===== config.mk =====
export PLATFORM = sky130hd
export DESIGN_NAME = if_prefetch_queue
export DESIGN_NICKNAME = d
export VERILOG_FILES = /design/src/rtl/if_prefetch_queue_pkg.sv /design/src/rtl/if_prefetch_queue_ram.sv /design/src/rtl/if_prefetch_queue.sv
export SDC_FILE = /design/constraint.sdc
export NUM_CORES = 1
export LEC_CHECK = 0
export BUFFER_PORTS_ARGS = -buffer_cell sky130_fd_sc_hd__buf_2
export CAP_MARGIN = 10
export CORE_ASPECT_RATIO = 0.5
export CORE_MARGIN = 5
export CORE_UTILIZATION = 55
export CTS_CLUSTER_SIZE = 12
export DETAILED_ROUTE_END_ITERATION = 16
export GPL_TIMING_DRIVEN = 0
export PLACE_DENSITY_LB_ADDON = 0.25
export SLEW_MARGIN = 25
export SYNTH_ARGS = -nofsm -noshare
export SYNTH_HDL_FRONTEND = slang
export SYNTH_HIERARCHICAL = 1
export SYNTH_SLANG_ARGS = --single-unit

===== constraint.sdc =====
create_clock -name clk -period 7.6 [get_ports clk]
set_input_delay 0.38 -clock clk [delete_from_list [all_inputs] [get_ports clk]]
set_output_delay 0.38 -clock clk [all_outputs]
set_load 0.03 [all_outputs]

===== src/rtl/if_prefetch_queue_pkg.sv =====
// Shared constants and FSM state type for the instruction-fetch prefetch queue.
package if_prefetch_queue_pkg;

    localparam int          INST_BYTES           = 4;
    localparam int          IFQ_DEFAULT_DEPTH    = 4;
    localparam logic [31:0] IFQ_DEFAULT_RESET_PC = 32'h0000_0000;

    typedef enum logic {
        IFQ_FETCH = 1'b0,
        IFQ_FULL  = 1'b1
    } ifq_state_t;

endpackage


===== src/rtl/if_prefetch_queue_ram.sv =====
// Payload storage for the prefetch queue: one synchronous write port, one
// asynchronous read port, no reset on the contents.
module if_prefetch_queue_ram #(
    parameter int DEPTH = 4,
    parameter int WIDTH = 64
) (
    input  logic                     clk,
    input  logic                     we,
    input  logic [$clog2(DEPTH)-1:0] waddr,
    input  logic [WIDTH-1:0]         wdata,
    input  logic [$clog2(DEPTH)-1:0] raddr,
    output logic [WIDTH-1:0]         rdata
);

    logic [WIDTH-1:0] mem [DEPTH];

    always_ff @(posedge clk) begin
        if (we) begin
            mem[waddr] <= wdata;
        end
    end

    assign rdata = mem[raddr];

endmodule


===== src/rtl/if_prefetch_queue.sv =====
// Instruction-fetch front end: drives the instruction bus and buffers fetched
// {pc, inst} pairs. Optional zero-latency bypass when IFQ_BYPASS_EN is defined.
module if_prefetch_queue
    import if_prefetch_queue_pkg::*;
#(
    parameter int              XLEN     = 32,
    parameter int              DEPTH    = IFQ_DEFAULT_DEPTH,
    parameter logic [XLEN-1:0] RESET_PC = IFQ_DEFAULT_RESET_PC
) (
    input  logic                       clk,
    input  logic                       rst,
    output logic [XLEN-1:0]            IAD,
    output logic                       IREQ,
    input  logic [XLEN-1:0]            IDT,
    input  logic                       ACKI_n,
    input  logic                       redirect,
    input  logic [XLEN-1:0]            redirect_pc,
    output logic                       out_valid,
    input  logic                       out_ready,
    output logic [XLEN-1:0]            out_pc,
    output logic [XLEN-1:0]            out_inst,
    output logic [$clog2(DEPTH+1)-1:0] count
);

    localparam int PW = $clog2(DEPTH);
    localparam int CW = $clog2(DEPTH + 1);

    ifq_state_t        state;
    logic [XLEN-1:0]   fetch_pc;
    logic              ireq;
    logic [PW-1:0]     head;
    logic [PW-1:0]     tail;
    logic [CW-1:0]     occ;

    logic              push;
    logic              pop;
    logic              bypass;
    logic              wr_en;
    logic              q_valid;
    logic [2*XLEN-1:0] rd_entry;

    assign IAD     = fetch_pc;
    assign IREQ    = ireq;
    assign count   = occ;
    assign q_valid = (occ != '0);

    // A redirect discards any ack and any pop seen in the same cycle.
    assign push = ireq && (state == IFQ_FETCH) && !ACKI_n && !redirect;
    assign pop  = q_valid && out_ready && !redirect;

`ifdef IFQ_BYPASS_EN
    assign bypass = push && !q_valid && out_ready;
`else
    assign bypass = 1'b0;
`endif

    assign wr_en = push && !bypass;

    if_prefetch_queue_ram #(
        .DEPTH (DEPTH),
        .WIDTH (2 * XLEN)
    ) u_ram (
        .clk   (clk),
        .we    (wr_en),
        .waddr (tail),
        .wdata ({fetch_pc, IDT}),
        .raddr (head),
        .rdata (rd_entry)
    );

    always_ff @(posedge clk or posedge rst) begin
        if (rst) begin
            state    <= IFQ_FETCH;
            ireq     <= 1'b0;
            fetch_pc <= RESET_PC;
            head     <= '0;
            tail     <= '0;
            occ      <= '0;
        end else if (redirect) begin
            state    <= IFQ_FETCH;
            ireq     <= 1'b1;
            fetch_pc <= redirect_pc & ~XLEN'(INST_BYTES - 1);
            head     <= '0;
            tail     <= '0;
            occ      <= '0;
        end else begin
            if (push) begin
                fetch_pc <= fetch_pc + XLEN'(INST_BYTES);
            end
            if (wr_en) begin
                tail <= tail + PW'(1);
            end
            if (pop) begin
                head <= head + PW'(1);
            end
            if (wr_en && !pop) begin
                occ <= occ + CW'(1);
            end else if (pop && !wr_en) begin
                occ <= occ - CW'(1);
            end
            // IREQ is registered alongside the state so it drops the cycle the queue fills.
            case (state)
                IFQ_FETCH: begin
                    if (wr_en && !pop && (occ == CW'(DEPTH - 1))) begin
                        state <= IFQ_FULL;
                        ireq  <= 1'b0;
                    end else begin
                        ireq  <= 1'b1;
                    end
                end
                IFQ_FULL: begin
                    if (pop) begin
                        state <= IFQ_FETCH;
                        ireq  <= 1'b1;
                    end
                end
                default: begin
                    state <= IFQ_FETCH;
                    ireq  <= 1'b1;
                end
            endcase
        end
    end

    always_comb begin
        out_valid = q_valid;
        out_pc    = q_valid ? rd_entry[2*XLEN-1:XLEN] : '0;
        out_inst  = q_valid ? rd_entry[XLEN-1:0] : '0;
`ifdef IFQ_BYPASS_EN
        if (bypass) begin
            out_valid = 1'b1;
            out_pc    = fetch_pc;
            out_inst  = IDT;
        end
`endif
    end

endmodule

After elaboration in Yosys (flattened, before gate mapping)

Memories as Yosys holds them, arrays and structs flattened.
Cells that the tools add are included.

Magnitude comparators: 0
Add/subtract/negate cells: 5
Bitwise operators: 1
Reductions and logical operators: 16
Multiply operators: 0
Multiplexer cells: 21
Equal/unequal tests: 2
Shift-type cells: 0
Div/mod/pow operators: 0

Operator list:

| kind                                                                    | number |
|---|---|
| 32-bit 2-to-1 mux                                                       | 4 |
| 32-bit by 3-bit adder with 32-bit output, second input constant         | 1 |
| 3-bit 2-to-1 mux                                                        | 3 |
| 1-bit logical AND                                                       | 8 |
| 1-bit 2-to-1 mux                                                        | 8 |
| 2-bit 2-to-1 mux                                                        | 4 |
| 3-bit nonzero test                                                      | 2 |
| 2-bit by 1-bit adder with 2-bit output, second input constant           | 2 |
| 1-bit logical NOT                                                       | 4 |
| 1-bit one-hot mux with 2 select lines                                   | 2 |
| 2-bit nonzero test                                                      | 2 |
| 3-bit by 1-bit adder with 3-bit output, second input constant           | 1 |
| 3-bit by 2-bit == test with 1-bit output, second input constant         | 1 |
| 3-bit by 2-bit inequality test with 1-bit output, second input constant | 1 |
| 3-bit by 1-bit subtractor with 3-bit output, second input constant      | 1 |
| 1-bit inverter                                                          | 1 |

Bits in writable memories: 256
Bits of input ports: 69
Output and inout bits: 101
Memories: 1
Flip-flop bits (word level): 41
Latch bits: 0
Word-level logic and storage cells: 52
Memory bits (read-only): 0

Memory list:

| memory    | depth | width | read ports | clocked after Yosys merged registers in | wr ports | RTL line                    | text |
|---|---|---|---|---|---|---|---|
| u_ram.mem | 4     | 64    | 1          | 0                                       | 1        | if_prefetch_queue_ram.sv:15 | `logic [WIDTH-1:0] mem [DEPTH];` |

Longest topological paths before layout

Word-level depth: 9
Gate-level depth with buffers: 8
Mapped depth without buffers: 8

Modules after synthesis

The synthesis kept the hierarchy.

Modules (own cells, without submodules):

| module                | area an instance (um2) | seq. area each (um2) | instances | cells each |
|---|---|---|---|---|
| if_prefetch_queue_ram | 9341.5                 | 7687.4               | 1         | 338 |
| if_prefetch_queue     | 2733.9                 | 975.9                | 1         | 329 |

Worst setup path before layout

Ideal clock, no wire load.

Path kind: register to register
From: register ireq (netlist: IREQ)
To: memory u_ram.mem[0][0] (enable)
Data required time: 7.022 ns
Library setup time: 0.578 ns
Stages on the path, launching flop included: 5
Setup slack: 0.893 ns
Data arrival time: 6.129 ns
Clock period less this slack: 6.707 ns
Path buffers: 1
Path through: dfrtp_1 -> nor3b_2 -> clkbuf_1 -> and2_1 -> nor3b_1

Word-level cells in the longest chain between the ends: 5

Ends and longest elaborated chain:

| element                                | RTL line                    | text |
|---|---|---|
| start: declaration                     | if_prefetch_queue.sv:30     | `logic ireq;` |
| start signal: assignment               | if_prefetch_queue.sv:74     | `ireq <= 1'b0;` |
| start signal: assignment               | if_prefetch_queue.sv:81     | `ireq <= 1'b1;` |
| start signal: assignment               | if_prefetch_queue.sv:106    | `ireq <= 1'b0;` |
| 1-bit logical AND (3 in a row)         | if_prefetch_queue.sv:48     | `assign push = ireq && (state == IFQ_FETCH) && !ACKI_n && !redirect;` |
| named net push                         | if_prefetch_queue.sv:35     | `logic push;` |
| 1-bit 2-to-1 mux                       | if_prefetch_queue_ram.sv:18 | `if (we) begin` |
| 1-bit 2-to-1 mux (implied by the code) | if_prefetch_queue_ram.sv:19 | `mem[waddr] <= wdata;` |
| end: declaration                       | if_prefetch_queue_ram.sv:15 |  |

The timed path passes the listed nets, and every way through them passes these cells.

Worst setup path after layout

From: register state
To: memory u_ram.mem[0][24] (enable)

Word-level cells in the longest chain between the ends: 6

Ends and longest elaborated chain:

| element                                | RTL line                    | text |
|---|---|---|
| start: declaration                     | if_prefetch_queue.sv:28     | `ifq_state_t state;` |
| start signal: assignment               | if_prefetch_queue.sv:73     | `state <= IFQ_FETCH;` |
| start signal: assignment               | if_prefetch_queue.sv:80     | `state <= IFQ_FETCH;` |
| start signal: assignment               | if_prefetch_queue.sv:105    | `state <= IFQ_FULL;` |
| 1-bit inverter                         | -                           |  |
| 1-bit logical AND (3 in a row)         | if_prefetch_queue.sv:48     |  |
| named net push                         | if_prefetch_queue.sv:35     |  |
| 1-bit 2-to-1 mux                       | if_prefetch_queue_ram.sv:18 |  |
| 1-bit 2-to-1 mux (implied by the code) | if_prefetch_queue_ram.sv:19 |  |

The timed path passes the listed nets, and every way through them passes these cells.

==> run_results.csv <==
group,metric,value,unit
status,outcome,"finished, final reports clean",
critical_path,required,7830,ps
synth,ys_seq_elements,295,
global_routing,grt_pass1_vias,7243,
power,p_seq_frac,0.411,
critical_path,critPathArrivalTime,3640,ps
flow_run,maxCapViolations,0,
power,power.density,329,nW/um^2
timing,period_share,0.449,
synth,synth_top_area_share,0.637,
global_routing,antenna_found_initial,0,
floorplan,dieArea,25200,sq um
detailed_routing,drt_first_pass_iters,5,
placed_design,portBuffers,165,
critical_path,worst_r2r_path_depth,8,
floorplan,rows,38,
global_routing,grt_use_met3,0.0326,
detailed_routing,viasPerCell,5.74,
synth,syn-mean-instance-area,18.1,sq um
cts,clk_latency,530,ps
final_layout,post-route-util,0.661,
global_routing,grt_use_met1,0.310,
global_routing,grt_overflow_total,0,
floorplan,die_w,220,um
critical_path,end_kind,"flip-flop",
timing,rsz0062_at_grt,"no",
timing,post-route-min-period,3410,ps
final_layout,area_growth,18.4,%
cts,cts.htree.levels,1,
critical_path,path_max_fanout,10,
final_layout,multi_input_area,3180,sq um
cts,cts_tree,"done",
synth,syn_area,12100,sq um
cts,cts_buffer_depth,3,
floorplan,fp.coreArea,21600,sq um
placed_design,hpwl,17.7,mm
timing,finalHoldViolCount,0,
timing,report.final.setup_viol,0,
timing,worst_hold_slack,65.7,ps
cts,cts_buffers,28,
timing,worst_slew_pin_slew,847,ps
placed_design,place_congestion,0.816,
critical_path,path_cells,"nor3b_2 > clkbuf_1 > and2_1 > nor3b_2 > buf_4 > buf_4 > buf_4 > buf_4",
power,vdd_drop_max,162,uV
synth,synthFlopType,"edfxtp_1",
timing,drv_slew,0,
power,power_frac_clock,0.264,
floorplan,start_util,0.558,
critical_path,path_class,"reg -> reg",
timing,timing.setup.tns,0,ps
cts,clock-root-buffer,"clkbuf_16",
final_layout,register_area,8660,sq um
global_routing,met2_usage,0.339,
global_routing,grt_max_degree,36,
detailed_routing,totalWireLength,26.4,mm
final_layout,finalNetCount,957,
synth,synth-edff-count,256,
min_path,holdPathStages,1,
detailed_routing,routedWlPerCell,22.0,um
floorplan,chipHeight,115,um
critical_path,cp_common_cell,"buf_4",
power,sw_frac_of_total,0.334,
cts,clk_pin_slew_worst_paths,60,ps
detailed_routing,drcViolationCount,0,
global_routing,grt_usage,0.211,
cts,clkSinkCount,295,
final_layout,fill_cells,1518,
detailed_routing,antenna_left,0,
critical_path,critPathSlowestCell,"nor3b_2",
timing,skew,11.7,ps
synth,synth_seq_area_share,0.717,
min_path,hold_path_class,"in -> reg",
final_layout,drive_gt1_frac,0.335,
global_routing,gr-max-usage-layer,"met2",
power,p_sw,1.57,mW
critical_path,slowest_delay,540,ps
synth,netlist_instances,667,
power,leakage,5.04,nW
global_routing,grt_first_pass_wirelength,40.7,mm
timing,max_slew_margin,0.436,
synth,async_reset_ff_frac,0.132,
detailed_routing,first_iter_violations,576,
power,power.internal,3.13,mW
synth,yosysTopAreaCell,"edfxtp_1",
floorplan,boundaryPins,170,
synth,synth_cell_types,53,
synth,synth_warnings,6,
power,p_comb_frac,0.325,
timing,max_freq,0.293,GHz
detailed_routing,vias,6899,
synth,synth.area.top_cells,"edfxtp_1 (64%), mux4_2 (11%), dfrtp_1 (8.1%)",
critical_path,crit_path_start_kind,"flip-flop",
==> power groups by stage <==
stage          sequential [mW]  clock (mW)  combinational [mW]
3_3_place_gp              1.97           0                1.52
5_1_grt                   1.94        1.34                1.63
6_report                  1.93        1.24                1.53
4_1_cts                   1.93        1.27                1.56
3_5_place_dp              1.96           0                1.55
2_1_floorplan             1.99           0                1.06
==> per-layer routing <==
metal / vias up / part of all wire / wire length (um)
met4: 0 / 0.025 / 672
li1: 3080 / - / -
met1: 3577 / 0.44 / 11700
met5: - / 0 / 0
met3: 50 / 0.050 / 1320
met2: 192 / 0.48 / 12700
==> worst max-delay path, delay by kind of cell (launching register included) <==
family                 cells  cell delay [ps]
flip-flops                 1              420
AND/OR/NAND/NOR            3             1320
buffers and inverters      5             1360
==> timing repair <==
action / in CTS / in global routing
buffers inserted: 0 / 0
resized for setup: 0 / 0
hold buffers: 1 / 0
hold endpoints to repair: 9 / 0
==> area by class of cell <==
class	instances	share of cell area
well taps	300	0.0263
plain buffers	37	0.0186
repair buffers	180	0.0705
multi-input cells	339	0.222
clock inverters	1	0.000263
flip-flops and latches	295	0.606
inverters	5	0.00131
clock buffers	42	0.0542
diodes	2	0.000350
==> flip-flops by register name, indices dropped and copies added (netlist names) <==
signal     cells
IAD           30
IREQ           1
count          3
head           2
state          1
tail           2
u_ram/mem    256
==> metrics by stage <==
| step | std cells | power, mW | area (sq um) | worst slack [ps] |
|---|---|---|---|---|
| finish | 1201 | 4.70 | 14300 | 4190 |
| global route | 1199 | 4.91 | 14300 | 4060 |
| CTS | 1199 | 4.76 | 14300 | 4160 |
| detailed placement | 1155 | 3.51 | 13500 | 4190 |
| global placement | 1141 | 3.49 | 13300 | -3130 |
| floorplan | 676 | 3.05 | 12100 | 893 |
==> layout by cell type, fill, tap and decap left out, types with 4 or more instances in the layout <==
master,netlist,routed
edfxtp_1,256,256
buf_2,10,175
and2_1,68,68
mux4_2,60,60
dfrtp_1,39,39
clkbuf_1,17,30
clkbuf_16,0,29
nor2_1,27,27
nand2_1,21,21
a31oi_1,16,16
nand3_1,15,15
or4_1,13,13
o31ai_1,12,12
buf_12,6,11
xor2_1,10,10
buf_4,2,10
conb_1,1,10
o21ai_1,9,9
nand4_1,8,8
o21ai_0,8,8
or3_1,6,6
nor2b_1,5,5
xnor2_1,5,5
a21oi_1,4,4
mux4_1,4,4
==> kinds of logic after synthesis <==
| family | count (synthesis) | synth area share |
|---|---|---|
| and+or+nand+nor | 188 | 0.0925 |
| buffers and inverters | 42 | 0.0235 |
| other | 1 | 0.000311 |
| xor gates and xnor gates | 15 | 0.0109 |
| adders and majority gates | 2 | 0.00207 |
| muxes | 66 | 0.122 |
| AOI/OAI and AO/OA | 58 | 0.0310 |
| DFF | 295 | 0.717 |
==> final timing paths <==
| path | startpoint | to | slack, ps |
|---|---|---|---|
| worst max register to register | state$_DFF_PP0_ | u_ram/mem[0][24]$_DFFE_PP_ | 4190 |
| min in group asynchronous | rst | count[0]$_DFFE_PP0P_ | 320 |
| worst min register to register | head[1]$_DFFE_PP0P_ | head[1]$_DFFE_PP0P_ | 560 |
| worst max-delay path | state$_DFF_PP0_ | u_ram/mem[0][24]$_DFFE_PP_ | 4190 |
| max in group asynchronous | rst | IAD[21]$_DFFE_PP0N_ | 6830 |
| worst min-delay path | IDT[12] | u_ram/mem[3][12]$_DFFE_PP_ | 70 |
==> synthesized netlist by cell type (9+ instances only) <==
cell / n
buf_2: 10
xor2_1: 10
a31oi_1: 16
clkbuf_1: 17
and2_1: 68
o31ai_1: 12
nor2_1: 27
dfrtp_1: 39
or4_1: 13
edfxtp_1: 256
mux4_2: 60
nand2_1: 21
nand3_1: 15
o21ai_1: 9
Note: power is estimated with default switching activity, not from simulation.
